==> src/rtl/arith_seq_pkg.sv <==
// Shared types for sequenced arithmetic cells: controller state encoding and
// the word-index width helper.
package arith_seq_pkg;

  typedef enum logic [1:0] {
    IDLE = 2'd0,
    RUN  = 2'd1,
    DONE = 2'd2
  } seq_state_e;

  // A single-word sequencer still needs a 1-bit index register.
  function automatic int unsigned idx_width(input int unsigned words);
    return (words > 1) ? $clog2(words) : 1;
  endfunction

endpackage

==> src/rtl/n_bit_adder.sv <==
// N-bit ripple-carry adder slice, time-shared by the wide-add sequencer.
module n_bit_adder #(
  parameter int N = 8
) (
  input  logic [N-1:0] a_i,
  input  logic [N-1:0] b_i,
  input  logic         cin_i,
  output logic [N-1:0] sum_o,
  output logic         cout_o
);

  logic [N:0] c;

  assign c[0] = cin_i;

  for (genvar i = 0; i < N; i++) begin : g_fa
    assign sum_o[i] = a_i[i] ^ b_i[i] ^ c[i];
    assign c[i+1]   = (a_i[i] & b_i[i]) | (c[i] & (a_i[i] ^ b_i[i]));
  end

  assign cout_o = c[N];

endmodule

==> src/rtl/wide_add_sequencer.sv <==
// (N*WORDS)-bit adder built from one N-bit slice, stepped least-significant
// word first with the inter-word carry held in a register.
module wide_add_sequencer
  import arith_seq_pkg::*;
#(
  parameter int N     = 8,
  parameter int WORDS = 4
) (
  input  logic               clk,
  input  logic               rst_n,
  input  logic               in_valid,
  output logic               in_ready,
  input  logic [N*WORDS-1:0] in_a,
  input  logic [N*WORDS-1:0] in_b,
  input  logic               in_cin,
  output logic               out_valid,
  input  logic               out_ready,
  output logic [N*WORDS-1:0] out_sum,
  output logic               out_cout,
  output logic               busy
);

  localparam int W  = N * WORDS;
  localparam int KW = idx_width(WORDS);
  localparam logic [KW-1:0] K_LAST = KW'(WORDS - 1);

  seq_state_e    state_q, state_d;
  logic [W-1:0]  a_q, b_q, sum_q;
  logic          carry_q, cout_q;
  logic [KW-1:0] k_q;

  logic [N-1:0]  add_a, add_b, add_sum;
  logic          add_cout;

  assign add_a = a_q[int'(k_q) * N +: N];
  assign add_b = b_q[int'(k_q) * N +: N];

  n_bit_adder #(.N(N)) u_adder (
    .a_i    (add_a),
    .b_i    (add_b),
    .cin_i  (carry_q),
    .sum_o  (add_sum),
    .cout_o (add_cout)
  );

  always_comb begin
    state_d = state_q;
    case (state_q)
      IDLE:    if (in_valid)       state_d = RUN;
      RUN:     if (k_q == K_LAST)  state_d = DONE;
      DONE:    if (out_ready)      state_d = IDLE;
      default:                     state_d = IDLE;
    endcase
  end

  always_ff @(posedge clk or negedge rst_n) begin
    if (!rst_n) begin
      state_q <= IDLE;
    end else begin
      state_q <= state_d;
    end
  end

  // Operands latch only on acceptance; result words fill in as k advances and
  // stay untouched through DONE, so backpressure never disturbs them.
  always_ff @(posedge clk or negedge rst_n) begin
    if (!rst_n) begin
      a_q     <= '0;
      b_q     <= '0;
      sum_q   <= '0;
      carry_q <= 1'b0;
      cout_q  <= 1'b0;
      k_q     <= '0;
    end else begin
      case (state_q)
        IDLE: begin
          if (in_valid) begin
            a_q     <= in_a;
            b_q     <= in_b;
            carry_q <= in_cin;
            k_q     <= '0;
          end
        end
        RUN: begin
          sum_q[int'(k_q) * N +: N] <= add_sum;
          carry_q                   <= add_cout;
          if (k_q == K_LAST) cout_q <= add_cout;
          else               k_q    <= k_q + 1'b1;
        end
        default: ;
      endcase
    end
  end

  assign in_ready  = (state_q == IDLE);
  assign busy      = (state_q != IDLE);
  assign out_valid = (state_q == DONE);
  assign out_sum   = sum_q;
  assign out_cout  = cout_q;

endmodule
==> config.mk <==
export PLATFORM = sky130hd
export DESIGN_NAME = wide_add_sequencer
export DESIGN_NICKNAME = d
export VERILOG_FILES = /design/src/rtl/arith_seq_pkg.sv /design/src/rtl/n_bit_adder.sv /design/src/rtl/wide_add_sequencer.sv
export SDC_FILE = /design/constraint.sdc
export NUM_CORES = 1
export LEC_CHECK = 0
export BUFFER_PORTS_ARGS = -buffer_cell sky130_fd_sc_hd__clkbuf_2
export CAP_MARGIN = 10
export CELL_PAD_IN_SITES_DETAIL_PLACEMENT = 1
export CELL_PAD_IN_SITES_GLOBAL_PLACEMENT = 2
export CORE_ASPECT_RATIO = 1.75
export CORE_MARGIN = 3
export CORE_UTILIZATION = 39
export DETAILED_ROUTE_END_ITERATION = 10
export HOLD_SLACK_MARGIN = 0.05
export PLACE_DENSITY_LB_ADDON = 0.1
export SYNTH_ARGS = -nofsm -noshare
export SYNTH_HDL_FRONTEND = slang
export SYNTH_SLANG_ARGS = --single-unit
==> constraint.sdc <==
create_clock -name clk -period 5.33 [get_ports clk]
set_input_delay 0.7995 -clock clk [delete_from_list [all_inputs] [get_ports clk]]
set_output_delay 0.7995 -clock clk [all_outputs]
set_load 0.01 [all_outputs]
## Word-level counts from Yosys, hierarchy flattened

Index checks and enable logic that the tools add are counted.

| cells by class | value |
|---|---|
| $add $sub $neg | 2 |
| equality and inequality tests | 7 |
| shift-type cells | 4 |
| multiplexer cells | 10 |
| bitwise gates (word level) | 40 |
| reduce and logical (&&, ||, !) cells | 8 |

Operator list:

| cell | count |
|---|---|
| $shiftx A32 B6 Y8 | 2 |
| $neg A5 Y33 | 1 |
| $shift A8 B33 Y32 const A | 1 |
| $shiftx A8 B33 Y32 | 1 |
| $bwmux W32 | 1 |
| $and A1 B1 Y1 | 16 |
| $xor A1 B1 Y1 | 16 |
| $mux W2 | 5 |
| $or A1 B1 Y1 | 8 |
| $ne A2 B2 Y1 const B | 3 |
| $pmux W2 S3 | 1 |
| $reduce_and A2 Y1 | 3 |
| $reduce_and A3 Y1 | 2 |
| $eq A2 B2 Y1 const B | 2 |
| $pmux W2 S2 | 1 |
| $reduce_bool A2 Y1 | 2 |
| $add A2 B1 Y2 const B | 1 |
| $eq A2 B1 Y1 const B | 1 |
| $logic_not A2 Y1 | 1 |
| $ne A2 B1 Y1 const B | 1 |
| $pmux W1 S2 | 1 |
| $mux W1 | 1 |

| storage, ports and cells | value |
|---|---|
| register bits | 102 |
| bits of input ports | 69 |
| output and inout port bits | 36 |
| logic and storage cells | 78 |

## Logic depth before layout (Yosys ltp)

| logic depth | value |
|---|---|
| word-level depth | 19 |
| mapped depth | 17 |

## Hierarchy

A second synthesis with hierarchy kept.

| second synthesis, totals | value |
|---|---|
| cell total of the unflattened synthesis | 338 |
| area total of the unflattened synthesis | 4688.2 µm² |

By module, submodules not included:

| module | instances | cells each | area each (µm²) |
|---|---|---|---|
| wide_add_sequencer | 1 | 320 | 4490.6 |
| n_bit_adder | 1 | 18 | 197.7 |

## Worst setup path before layout

No wires, ideal clock.

| timing path | value |
|---|---|
| path kind | flip-flop to flip-flop |
| start | register k_q[0] |
| end | register sum_q[15], in the netlist out_sum[15] |
| setup time | 0.125 ns |
| data arrival time | 4.467 ns |
| required time | 5.205 ns |
| setup slack | 0.738 ns |
| cell stages (with the launch flop) | 18 |
| path buffers | 2 |
| clock period less this slack | 4.592 ns |
| cell sequence | dfrtp_1 buf_6 buf_12 mux4_2 inv_1 fa_1 fa_1 fa_1 fa_1 fa_1 inv_1 fa_1 inv_1 fa_1 inv_1 fa_1 and4b_1 mux2_2 |

| on the way | value |
|---|---|
| longest elaborated chain between the ends | 19 |

RTL lines:

| item | RTL line | text |
|---|---|---|
| from (decl) | wide_add_sequencer.sv:30 | `logic [KW-1:0] k_q;` |
| from (signal assigned) | wide_add_sequencer.sv:88 | `else k_q <= k_q + 1'b1;` |
| $shiftx A32 B6 Y8 (on tied branches) | wide_add_sequencer.sv:35, wide_add_sequencer.sv:36 |  |
| $xor A1 B1 Y1 | n_bit_adder.sv:17, n_bit_adder.sv:18 |  |
| $and A1 B1 Y1 | n_bit_adder.sv:18 | `assign c[i+1] = (a_i[i] & b_i[i]) \| (c[i] & (a_i[i] ^ b_i[i]));` |
| $or A1 B1 Y1 | n_bit_adder.sv:18 |  |
| $and A1 B1 Y1 | n_bit_adder.sv:18 |  |
| $or A1 B1 Y1 | n_bit_adder.sv:18 |  |
| $and A1 B1 Y1 | n_bit_adder.sv:18 |  |
| $or A1 B1 Y1 | n_bit_adder.sv:18 |  |
| [3 not listed] | -- |  |
| $or A1 B1 Y1 | n_bit_adder.sv:18 |  |
| $and A1 B1 Y1 | n_bit_adder.sv:18 |  |
| $or A1 B1 Y1 | n_bit_adder.sv:18 |  |
| $and A1 B1 Y1 | n_bit_adder.sv:18 |  |
| $or A1 B1 Y1 | n_bit_adder.sv:18 |  |
| $xor A1 B1 Y1 | n_bit_adder.sv:17 | `assign sum_o[i] = a_i[i] ^ b_i[i] ^ c[i];` |
| $shiftx A8 B33 Y32 | wide_add_sequencer.sv:85 | `sum_q[int'(k_q) * N +: N] <= add_sum;` |
| $bwmux W32 * | wide_add_sequencer.sv:85 |  |
| to (signal, indexed assignment) | wide_add_sequencer.sv:85 |  |
| to (decl) | wide_add_sequencer.sv:28 | `logic [W-1:0] a_q, b_q, sum_q;` |

Mark *: on every way between the ends. The rest lies on a longest branch, timed or not.
A chain may end at the register's enable or synchronous reset.

## Worst setup path in the final report

| timing path | value |
|---|---|
| start | register k_q[1] |
| end | register sum_q[15], in the netlist out_sum[15] |

The elaborated chain is that of the path after synthesis.

==> impl_results.md <==
* Status: completed
* Critical Path Max Stage Delay at 0.45 ns
* Vias in the first global route at 3493
* Post-DR wirelength/cell at 20.2 µm
* Register area share after synthesis at 0.485
* Most common cell after layout, fill and taps aside: clkbuf_2
* Cts repair resizes at 0
* Worst-margin pin slew at 1.16 ns
* Setup Buffers After CTS at 0
* CTS Root Cell: clkbuf_16
* Cells after synthesis at 328
* Nature of the critical path startpoint: register
* Fin. Hold Viols at 0
* Final setup fails at 0
* RR Startpoint: k_q[1]
* Drt initial violations at 54
* H-tree depth at 3
* Unrepaired setup endpoints after global routing: false
* Most frequent cells in the layout: clkbuf_2, dfrtp_1, mux2_4
* GPL Wtd Cong at 0.746
* CTS max path bufs at 2
* Post-Syn Area per Cell at 16.0 µm²
* Reg power frac at 0.304
* Cts bufs inserted at 9
* Setup ws final at 0.793 ns
* Maximum vdd drop at 0.000331 V
* Vias per inst at 5.02
* Tcrit/Tclk final at 0.851
* Max-cap violations at 0
* CP max stage cell: fa_1
* Sw Ratio at 0.390
* Slew Viols, Final at 0
* Via count at 3023
* Setup TNS at 0 ns
* Initial Util at 0.402
* Fillers at 1373
* DIE WIDTH at 93.8 µm
* Largest net degree at the start of global routing at 84
* Post-layout min period at 4.54 ns
* Share of layout cells above drive strength 1 at 0.524
* Area grow syn2layout at 15.7%
* Core area at 0.0131 mm²
* Critical path class: reg -> reg
* Leak Pwr at 2.93 nW
* Clock Pin Slew Worst Setup and Hold Paths at 0.07 ns
* DIE AREA at 0.0150 mm²
* P per Cell Area at 715 mW/mm²
* Worst hold start: out_sum[27]
* Comb power frac at 0.557
* Worst EP arrival at 4.76 ns
* I/O pin total at 105
* Post-synthesis register bit count at 102
* Syn nets at 411
* Pwr Total at 4.35 mW
* Fin cells at 602
* Final-stage net count at 510
* Die H at 160 µm
* Reg2reg setup slack at 0.79 ns
* DP HPWL at 9080 µm
* FF-to-FF End: out_sum[15]
* TritonRoute pass-1 iters at 4
* YS warnings at 0
* Clk pwr share at 0.139
* Remaining routing DRC violations at 0
* DRT antenna net count at 0
* Total wire length at 12100 µm
* # port buffers at 104
* Synthesized area at 0.00526 mm²
* Delay-heaviest family, CP: adder cells
* Diodes inserted at 0
* Reg2reg path depth at 16
* Hold Path Depth at 1
* Slew HR at 0.226
* Clock Latency Late Sink at 0.34 ns
* Crit. End Element: register
* HP Class: reg -> reg
* Place WS at 0.784 ns
* CTS tree: yes
* Bufs and invs on worst path at 5
* Req. time, crit path at 5.56 ns
* Inst Count DP at 587
* Hold Buf Count CTS at 0
* Worst Hold Path EP: out_sum[27]
* Antenna violations before repair at 0
* Worst-path fanout max at 8
* Finished Cell Area at 0.00608 mm²
* Cell area after placement at 0.00582 mm²
* Total gr overflow at 0
* Fmax at 0.220 GHz
* Pint at 2.65 mW
* Clk sink count at 102
* Critical Path, Cell by Cell: buf_4 -> mux4_2 -> inv_1 -> fa_1 -> fa_1 -> fa_1 -> fa_1 -> fa_1 -> inv_1 -> fa_1 -> inv_1 -> fa_1 -> inv_1 -> fa_1 -> and4b_1 -> mux2_2
* Worst hold margin at 0.493 ns
* Distinct cells, synth at 36
* First-pass GRT wire length at 19400 µm
* Most frequent CP cell: fa_1
* Final setup skew at 0.00708 ns
* Post-layout util at 0.465
* Num rows at 55
* Sw Pwr at 1.70 mW
* GRT Overall Usage at 0.170
-- worst max path at each step --
stage,cells past startpoint,startpoint,slack [ns],to
2_1_floorplan,17,k_q[0],0.74,out_sum[15]
5_1_grt,15,k_q[0],0.60,out_sum[15]
3_5_place_dp,16,k_q[1],0.78,out_sum[15]
4_1_cts,16,k_q[1],0.77,out_sum[15]
6_report,16,k_q[1],0.79,out_sum[15]
3_3_place_gp,15,k_q[0],0.84,out_sum[15]
-- flip-flops by register name (all words and copies together), names as in the netlist --
| register | flops |
|---|---|
| out_cout | 1 |
| k_q | 2 |
| b_q | 32 |
| a_q | 32 |
| out_sum | 32 |
| state_q | 2 |
| carry_q | 1 |
-- cells by family (layout without fill, tap and decap cells) --
logic type               Yosys count  in the layout  synth area share
flip-flops                       102            102             0.485
AND/OR/NAND/NOR                   51             51            0.0818
multiplexers                      97             97             0.290
buffers and inverters             42            145            0.0581
AO/OA/AOI/OAI                     22             22            0.0402
adder cells (fa/ha/maj)           14             14            0.0447
-- routing by layer --
| layer | part of all wire | GRT usage | routed length [µm] |
|---|---|---|---|
| met1 | 0.38 | 0.196 | 4660 |
| met2 | 0.56 | 0.311 | 6810 |
| met3 | 0.036 | 0.0302 | 439 |
| met4 | 0.018 | 0.0559 | 222 |
| met5 | 0 | 0 | 0 |
-- cell usage after synthesis --
master     count  area, µm²
dfrtp_1      102       2550
mux2_4        60        901
mux2_2        21        236
inv_1         20       75.1
a32o_1        16        160
nor2b_1       13       81.3
mux4_2         9        203
buf_2          8       40.0
fa_1           8        160
buf_12         7        140
mux4_1         7        184
ha_1           6       75.1
nor4b_1        6       52.6
nor4bb_1       6       60.1
and2_1         4       25.0
nand2b_1       4       25.0
buf_6          3       33.8
clkbuf_1       3       11.3
nand3b_1       3       22.5
and3b_1        2       17.5
and4b_1        2       20.0
and4bb_2       2       25.0
nand3_1        2       10.0
nor3b_4        2       37.5
a21oi_1        1       5.00
clkbuf_2       1       5.00
nand4bb_1      1       11.3
nor3b_2        1       12.5
o211ai_1       1       7.51
o211ai_2       1       12.5
o21ai_0        1       5.00
o21ba_2        1       10.0
o221a_2        1       11.3
or2_2          1       6.26
or4b_1         1       10.0
or4b_4         1       13.8
-- worst reg2reg max path, cell delays in order, from the launching register on --
cell and delay [ns]:
dfrtp_1 0.40, buf_4 0.18, mux4_2 0.22, inv_1 0.05
fa_1 0.39, fa_1 0.39, fa_1 0.39, fa_1 0.41
fa_1 0.37, inv_1 0.08, fa_1 0.16, inv_1 0.05
fa_1 0.35, inv_1 0.08, fa_1 0.45, and4b_1 0.21
mux2_2 0.25
-- power by group through the flow --
stage               registers, mW  logic, mW  clock network, mW
finish                       1.32       2.42              0.604
global route                 1.37       2.64              0.659
CTS                          1.33       2.48              0.626
detailed placement           1.35       2.47                  0
global placement             1.33       2.43                  0
floorplan                    1.27       1.81                  0
-- layout make-up --
cell class | count | area, µm² | area share
clock buffers | 9 | 225 | 0.0370
clock inverters | 6 | 38.8 | 0.00638
inverters | 20 | 75.1 | 0.0123
multi-input cells | 184 | 2410 | 0.396
flip-flops and latches | 102 | 2550 | 0.420
well taps | 171 | 214 | 0.0352
repair buffers | 110 | 568 | 0.0934
(Power assumes the default switching activity.)
